--- src/rtl/dm_access_unit.sv ---
// -----------------------------------------------------------------------------
// dm_access_unit
//
// MEM-stage data-memory access unit. Each load/store request from the decoder
// (mem_read, dm_w_en, func3) becomes one word-aligned bus transaction with a
// req/ack handshake. Store data and byte enables are steered into their lanes,
// and load data is sign- or zero-extended. The pipeline stays stalled until
// the access completes.
//
// Optional feature (compile-time macro BUS_TIMEOUT_EN):
//   defined   - a REQ-state watchdog aborts the access after TIMEOUT_CYCLES
//               cycles without bus_ack, pulses bus_err and returns rdata = 0
//   undefined - REQ waits indefinitely for bus_ack; bus_err is tied 0
//
// Parameters:
//   TIMEOUT_CYCLES  REQ cycles without bus_ack before abort (BUS_TIMEOUT_EN)
//
// Ports:
//   clk, rst      clock; synchronous active-high reset
//   mem_read      load request
//   dm_w_en[3:0]  unshifted store mask (0001 sb, 0011 sh, 1111 sw, 0000 none)
//   func3[2:0]    access size / sign
//   addr[31:0]    effective byte address
//   wdata[31:0]   store data
//   stall         hold IF/ID/EX/MEM pipeline registers
//   rdata[31:0]   extended load result (holds until the next load completes)
//   rdata_valid   one-cycle pulse: rdata updated by a load
//   misalign      one-cycle pulse: request dropped, no bus activity
//   bus_req       bus request
//   bus_we[3:0]   lane-shifted byte write enables (0 for loads)
//   bus_addr      word-aligned bus address
//   bus_wdata     lane-replicated store data
//   bus_ack       bus completion (ignored outside REQ)
//   bus_rdata     bus read word
//   bus_err       timeout pulse
// -----------------------------------------------------------------------------
module dm_access_unit #(
  parameter int unsigned TIMEOUT_CYCLES = 16
) (
  input  logic        clk,
  input  logic        rst,
  input  logic        mem_read,
  input  logic [3:0]  dm_w_en,
  input  logic [2:0]  func3,
  input  logic [31:0] addr,
  input  logic [31:0] wdata,
  output logic        stall,
  output logic [31:0] rdata,
  output logic        rdata_valid,
  output logic        misalign,
  output logic        bus_req,
  output logic [3:0]  bus_we,
  output logic [31:0] bus_addr,
  output logic [31:0] bus_wdata,
  input  logic        bus_ack,
  input  logic [31:0] bus_rdata,
  output logic        bus_err
);

  typedef enum logic [1:0] {
    S_IDLE,
    S_REQ,
    S_DONE
  } state_t;

  state_t      state;

  // Attributes of the access in flight, latched when the request is accepted.
  logic        req_load;
  logic [2:0]  req_f3;
  logic [1:0]  req_off;

  // ---------------------------------------------------------------------------
  // Request decode, alignment check and store formatting (IDLE-cycle inputs)
  // ---------------------------------------------------------------------------
  logic        has_req;
  logic        is_load_in;
  logic        misaligned_in;
  logic        accept;
  logic [3:0]  fmt_we;
  logic [31:0] fmt_wdata;

  // A store mask wins over mem_read: such an access is a store and returns no data.
  assign has_req    = mem_read | (|dm_w_en);
  assign is_load_in = mem_read & ~(|dm_w_en);

  // NOTE: every signal assigned in an always_comb gets a default first, so no
  // path through the case statement can leave it unassigned and infer a latch.
  always_comb begin
    misaligned_in = 1'b0;
    fmt_wdata     = wdata;
    unique case (func3[1:0])
      2'b00: fmt_wdata = {4{wdata[7:0]}};
      2'b01: begin
        misaligned_in = addr[0];
        fmt_wdata     = {2{wdata[15:0]}};
      end
      2'b10: misaligned_in = |addr[1:0];
      default: ;
    endcase
  end

  assign fmt_we = dm_w_en << addr[1:0];
  assign accept = (state == S_IDLE) && has_req && !misaligned_in;

  // Stall is combinational in IDLE so the pipeline freezes in the same cycle
  // the request appears; it stays up through REQ and is released in DONE.
  assign stall    = !rst && (accept || (state == S_REQ));
  assign misalign = !rst && (state == S_IDLE) && has_req && misaligned_in;

  // ---------------------------------------------------------------------------
  // Load extension: select the addressed byte/half from the bus word.
  // ---------------------------------------------------------------------------
  function automatic logic [31:0] extend_load(input logic [31:0] word,
                                              input logic [1:0]  off,
                                              input logic [2:0]  f3);
    logic [31:0] sh;
    sh = word >> {off, 3'b000};
    case (f3)
      3'b000:  extend_load = {{24{sh[7]}}, sh[7:0]};
      3'b001:  extend_load = {{16{sh[15]}}, sh[15:0]};
      3'b010:  extend_load = word;
      3'b100:  extend_load = {24'h0, sh[7:0]};
      3'b101:  extend_load = {16'h0, sh[15:0]};
      default: extend_load = 32'h0;
    endcase
  endfunction

  // ---------------------------------------------------------------------------
  // Optional REQ watchdog
  // ---------------------------------------------------------------------------
`ifdef BUS_TIMEOUT_EN
  localparam int CNT_W = (TIMEOUT_CYCLES < 2) ? 1 : $clog2(TIMEOUT_CYCLES + 1);

  logic [CNT_W-1:0] wait_cnt;
  logic             bus_err_q;
  logic             timeout_hit;

  // wait_cnt holds the number of ack-less REQ cycles already seen, so the
  // current cycle is the TIMEOUT_CYCLES-th one when it equals TIMEOUT_CYCLES-1.
  assign timeout_hit = (wait_cnt == CNT_W'(TIMEOUT_CYCLES - 1));
  assign bus_err     = bus_err_q;
`else
  wire unused_timeout_cfg = (TIMEOUT_CYCLES == 0);
  assign bus_err = 1'b0;
`endif

  // ---------------------------------------------------------------------------
  // Access FSM with registered bus and result outputs
  // ---------------------------------------------------------------------------
  // NOTE: sequential state is updated only with non-blocking assignments so
  // every register samples the pre-edge values regardless of statement order.
  always_ff @(posedge clk) begin
    if (rst) begin
      state       <= S_IDLE;
      req_load    <= 1'b0;
      req_f3      <= 3'b000;
      req_off     <= 2'b00;
      rdata       <= 32'h0;
      rdata_valid <= 1'b0;
      bus_req     <= 1'b0;
      bus_we      <= 4'h0;
      bus_addr    <= 32'h0;
      bus_wdata   <= 32'h0;
`ifdef BUS_TIMEOUT_EN
      wait_cnt    <= '0;
      bus_err_q   <= 1'b0;
`endif
    end else begin
      unique case (state)
        S_IDLE: begin
          rdata_valid <= 1'b0;
          if (accept) begin
            req_load  <= is_load_in;
            req_f3    <= func3;
            req_off   <= addr[1:0];
            bus_req   <= 1'b1;
            bus_we    <= fmt_we;
            bus_addr  <= {addr[31:2], 2'b00};
            bus_wdata <= fmt_wdata;
`ifdef BUS_TIMEOUT_EN
            wait_cnt  <= '0;
`endif
            state     <= S_REQ;
          end
        end

        S_REQ: begin
          // An ack in the timeout cycle is checked first and completes normally.
          if (bus_ack) begin
            bus_req <= 1'b0;
            if (req_load) begin
              rdata       <= extend_load(bus_rdata, req_off, req_f3);
              rdata_valid <= 1'b1;
            end
            state <= S_DONE;
          end
`ifdef BUS_TIMEOUT_EN
          else if (timeout_hit) begin
            bus_req   <= 1'b0;
            bus_err_q <= 1'b1;
            if (req_load) begin
              rdata       <= 32'h0;
              rdata_valid <= 1'b1;
            end
            state <= S_DONE;
          end else begin
            wait_cnt <= wait_cnt + 1'b1;
          end
`endif
        end

        S_DONE: begin
          // The stalled instruction is still on the inputs; ignore it.
          rdata_valid <= 1'b0;
`ifdef BUS_TIMEOUT_EN
          bus_err_q   <= 1'b0;
`endif
          state       <= S_IDLE;
        end

        default: state <= S_IDLE;
      endcase
    end
  end

endmodule

--- config.mk ---
export PLATFORM = sky130hd
export DESIGN_NAME = dm_access_unit
export DESIGN_NICKNAME = d
export VERILOG_FILES = /design/src/rtl/dm_access_unit.sv
export SDC_FILE = /design/constraint.sdc
export NUM_CORES = 1
export LEC_CHECK = 0
export CAP_MARGIN = 30
export CORE_UTILIZATION = 40
export CTS_BUF_LIST = sky130_fd_sc_hd__clkbuf_8
export DETAILED_ROUTE_END_ITERATION = 12
export MAX_ROUTING_LAYER = met4
export PLACE_DENSITY = 0.84
export SLEW_MARGIN = 20
export SYNTH_ARGS = -nofsm -noshare
export SYNTH_HDL_FRONTEND = slang
export SYNTH_SLANG_ARGS = --single-unit
--- constraint.sdc ---
create_clock -name clk -period 2.2 [get_ports clk]
set_clock_uncertainty 0.2 [all_clocks]
set_input_delay 0.22 -clock clk [delete_from_list [all_inputs] [get_ports clk]]
set_output_delay 0.22 -clock clk [all_outputs]
set_load 0.01 [all_outputs]
==> reports/metrics.cfg <==
[run_status]
status = finished, final reports clean

[logic_synthesis]
synth-compound-area-share_pct = 30.8
synth_area_leaders = dfxtp_1, a21oi_1, o21ai_0, a211oi_1, nand3_1
synthXorXnorAreaFrac_pct = 0
synth.distinct_cells = 46
yosysWarnings = 0
syn_area_um2 = 4940
synth-seq-cells = 108
syn_avg_cell_area_um2 = 8.74
synth_edf_count = 0
synthMuxAreaShare_pct = 4.68
synth_fa_ha_area_share_pct = 0.759
yosys.area_share.simple_pct = 13.0
async_flop_share_pct = 0
synth.largest_area_cell = dfxtp_1
synth_top_area_share_pct = 43.7
seq_area_frac_synth_pct = 43.7
synthFlopType = dfxtp_1
synthCells = 566
synth_top_family_by_area = compound AO/OA/AOI/OAI gates

[layout]
area_growth_pct = 52.6
final_cell_mix = clkdlybuf4s50_1, dfxtp_1, a21oi_1
final-instance-count-excl-fill = 928
fill_cells = 1027
nets = 886
antennaDiodeCount = 0
final_cell_area_um2 = 7540
final_common_cell = clkdlybuf4s50_1
finish.utilization_pct = 62.8
drive_gt1_share_pct = 11.3

[clocking]
cts_tree = done
cts.path.max_buffers = 2
numCtsBuffers = 9
cts_sinks = 108
clock_latency_ps = 360
cts_root_buf = clkbuf_8
htreeDepth = 3
path_clk_slew_ps = 90

[worst_setup_path]
r2r_cells = 3
r2r_setup_slack_ps = 120
cp-start-kind = input pin
critPathKind = in -> out
cp_num_buf_inv = 3
r2r_start = req_off[1]$_SDFFE_PP0P_
worstPathArrival_ps = 1710
cp_max_fo = 2
cp_top_family = buffers and inverters
slowest_stage = or4_4
crit_chain = clkdlybuf4s50_1 > or4_4 > buf_4 > o21ai_4 > nor3_2 > clkdlybuf4s15_2
cp.required_ps = 1780
r2r_end = rdata[27]$_SDFFE_PP0P_
max_stage_delay_ps = 460
critPathCaptureType = output port

[power]
p_per_area_nw_per_um2 = 630
power_leakage_nw = 2.80
peakVddDrop_uv = 378

[grt]
grt_use_total_pct = 27.1
antenna_found_initial = 0
grt-ovfl-total = 0
grt_pass1_wl_um = 26800
grt_pass1_vias = 5213
grt_max_degree = 72

[timing]
period_needed_ps = 2130
worstMarginPinSlew_ps = 526
max_slew_margin_pct = 64.9
fin_ws_ps = 73.9
hold_viol = 0
finalSetupViolCount = 0
drv_slew = 0
finalSetupTns_ps = 0
rsz0062_at_grt = false
fmax_mhz = 470
fin_crit_sh_pct = 96.6

[min_path]
hold_depth = 4
hp-class = in -> reg
min_to = req_f3[1]$_SDFFE_PP0P_
min-delay-start = func3[1]

[floorplan]
die_h_um = 113
start_util_pct = 41.2
core_um2 = 12000
die-area_um2 = 12800
die_w_um = 113
ios = 212
num_rows = 40

[place]
place.gp.congestion = 0.928
hpwlAfterDp_um = 12500
dpl.cell_count = 909
dpl_cell_area_um2 = 7320
io_buffers = 208
pre_cts_ws_ps = -531

[detailed_routing]
drc = 0
vias = 5356
wl_um = 16900
wl_per_cell_um = 18.2
viasPerCell = 5.77
firstDrtPassIters = 5
initialDrtViolationCount = 320
postRouteAntennaNets = 0

[job]
drv_cap = 0

==> Yosys cell counts (2+ instances only) <==
cell type	n
o21ai_2	2
a21oi_1	106
clkbuf_1	36
o21a_4	2
mux4_2	8
nor2_1	23
ha_1	3
dfxtp_1	108
a221o_1	16
nor2b_1	12
buf_6	5
nand3_1	44
nor3_1	11
and2_1	2
buf_2	13
inv_1	10
mux2i_1	4
nand2_1	13
o21ai_0	53
a311oi_1	7
o21ai_1	3
a22o_1	15
a211oi_1	33
buf_4	4
buf_1	5
nor3b_1	8
==> stage by stage <==
stage	power (mW)	hold WS [ps]
final	4.75	170
after global routing	4.99	187
after CTS	4.77	184
after detailed placement	3.65	267
after global placement	3.61	250
after floorplan	2.93	157
==> registers in the layout (all words and copies together) (netlist names) <==
| register | count |
|---|---|
| state | 2 |
| req_load | 1 |
| rdata_valid | 1 |
| bus_wdata | 32 |
| rdata | 32 |
| bus_req | 1 |
| bus_addr | 30 |
| req_off | 2 |
| bus_we | 4 |
| req_f3 | 3 |
==> report_power, final <==
| part | leakage, nW | switching, mW | total [mW] | internal [mW] |
|---|---|---|---|---|
| clock | 0.106 | 0.623 | 1.12 | 0.493 |
| combinational | 1.81 | 0.678 | 1.42 | 0.742 |
| sequential | 0.886 | 0.102 | 2.22 | 2.11 |
| total | 2.80 | 1.40 | 4.75 | 3.35 |
==> cells by family after synthesis <==
kind of cell,after synthesis
AND/OR/NAND/NOR,123
multiplexers,13
other,1
flip-flops,108
buffers and inverters,73
AO/OA/AOI/OAI,245
adder cells (fa/ha/maj),3
==> layer usage <==
| metal | part of all wire, % | wire, µm | track usage (%) |
|---|---|---|---|
| met1 | 41 | 6860 | 33.1 |
| met2 | 48 | 8200 | 42.2 |
| met3 | 6.3 | 1070 | 4.87 |
| met4 | 4.7 | 791 | 15.8 |
| met5 | 0 | 0 | - |
==> how the worst max path moves through the flow <==
stage / start / endpoint / slack, ps / cells past startpoint
6_report: dm_w_en[1] / misalign / 70 / 6
3_3_place_gp: func3[0] / misalign / -440 / 7
4_1_cts: func3[1] / misalign / -30 / 8
5_1_grt: req_off[1]$_SDFFE_PP0P_ / rdata[24]$_SDFFE_PP0P_ / 40 / 3
2_1_floorplan: func3[1] / bus_we[1]$_SDFFE_PP0P_ / 5 / 9
3_5_place_dp: func3[0] / misalign / -530 / 8
==> area by class of cell <==
class	count	area [µm²]	area share [%]
sequential	108	2160	28.7
clock inverter	4	16.3	0.216
tap	147	184	2.44
multi-input combinational	387	2480	32.9
clock buffer	12	165	2.19
inverter	10	37.5	0.498
timing repair buffer	260	2500	33.1
==> worst reg2reg max path, delay by kind of cell (launching register included) <==
family	cells	cell delay [ps]
muxes	1	540
AOI/OAI and AO/OA	2	780
DFF	1	450
==> what timing repair did <==
action | in CTS | in global routing
pin swaps | 3 | 2
gates resized for setup | 15 | 3
hold buffers | 1 | 0
hold endpoints to repair | 2 | 0
endpoints found under the setup margin | 18 | 14
setup buffers | 1 | 0
(Power assumes the default switching activity.)
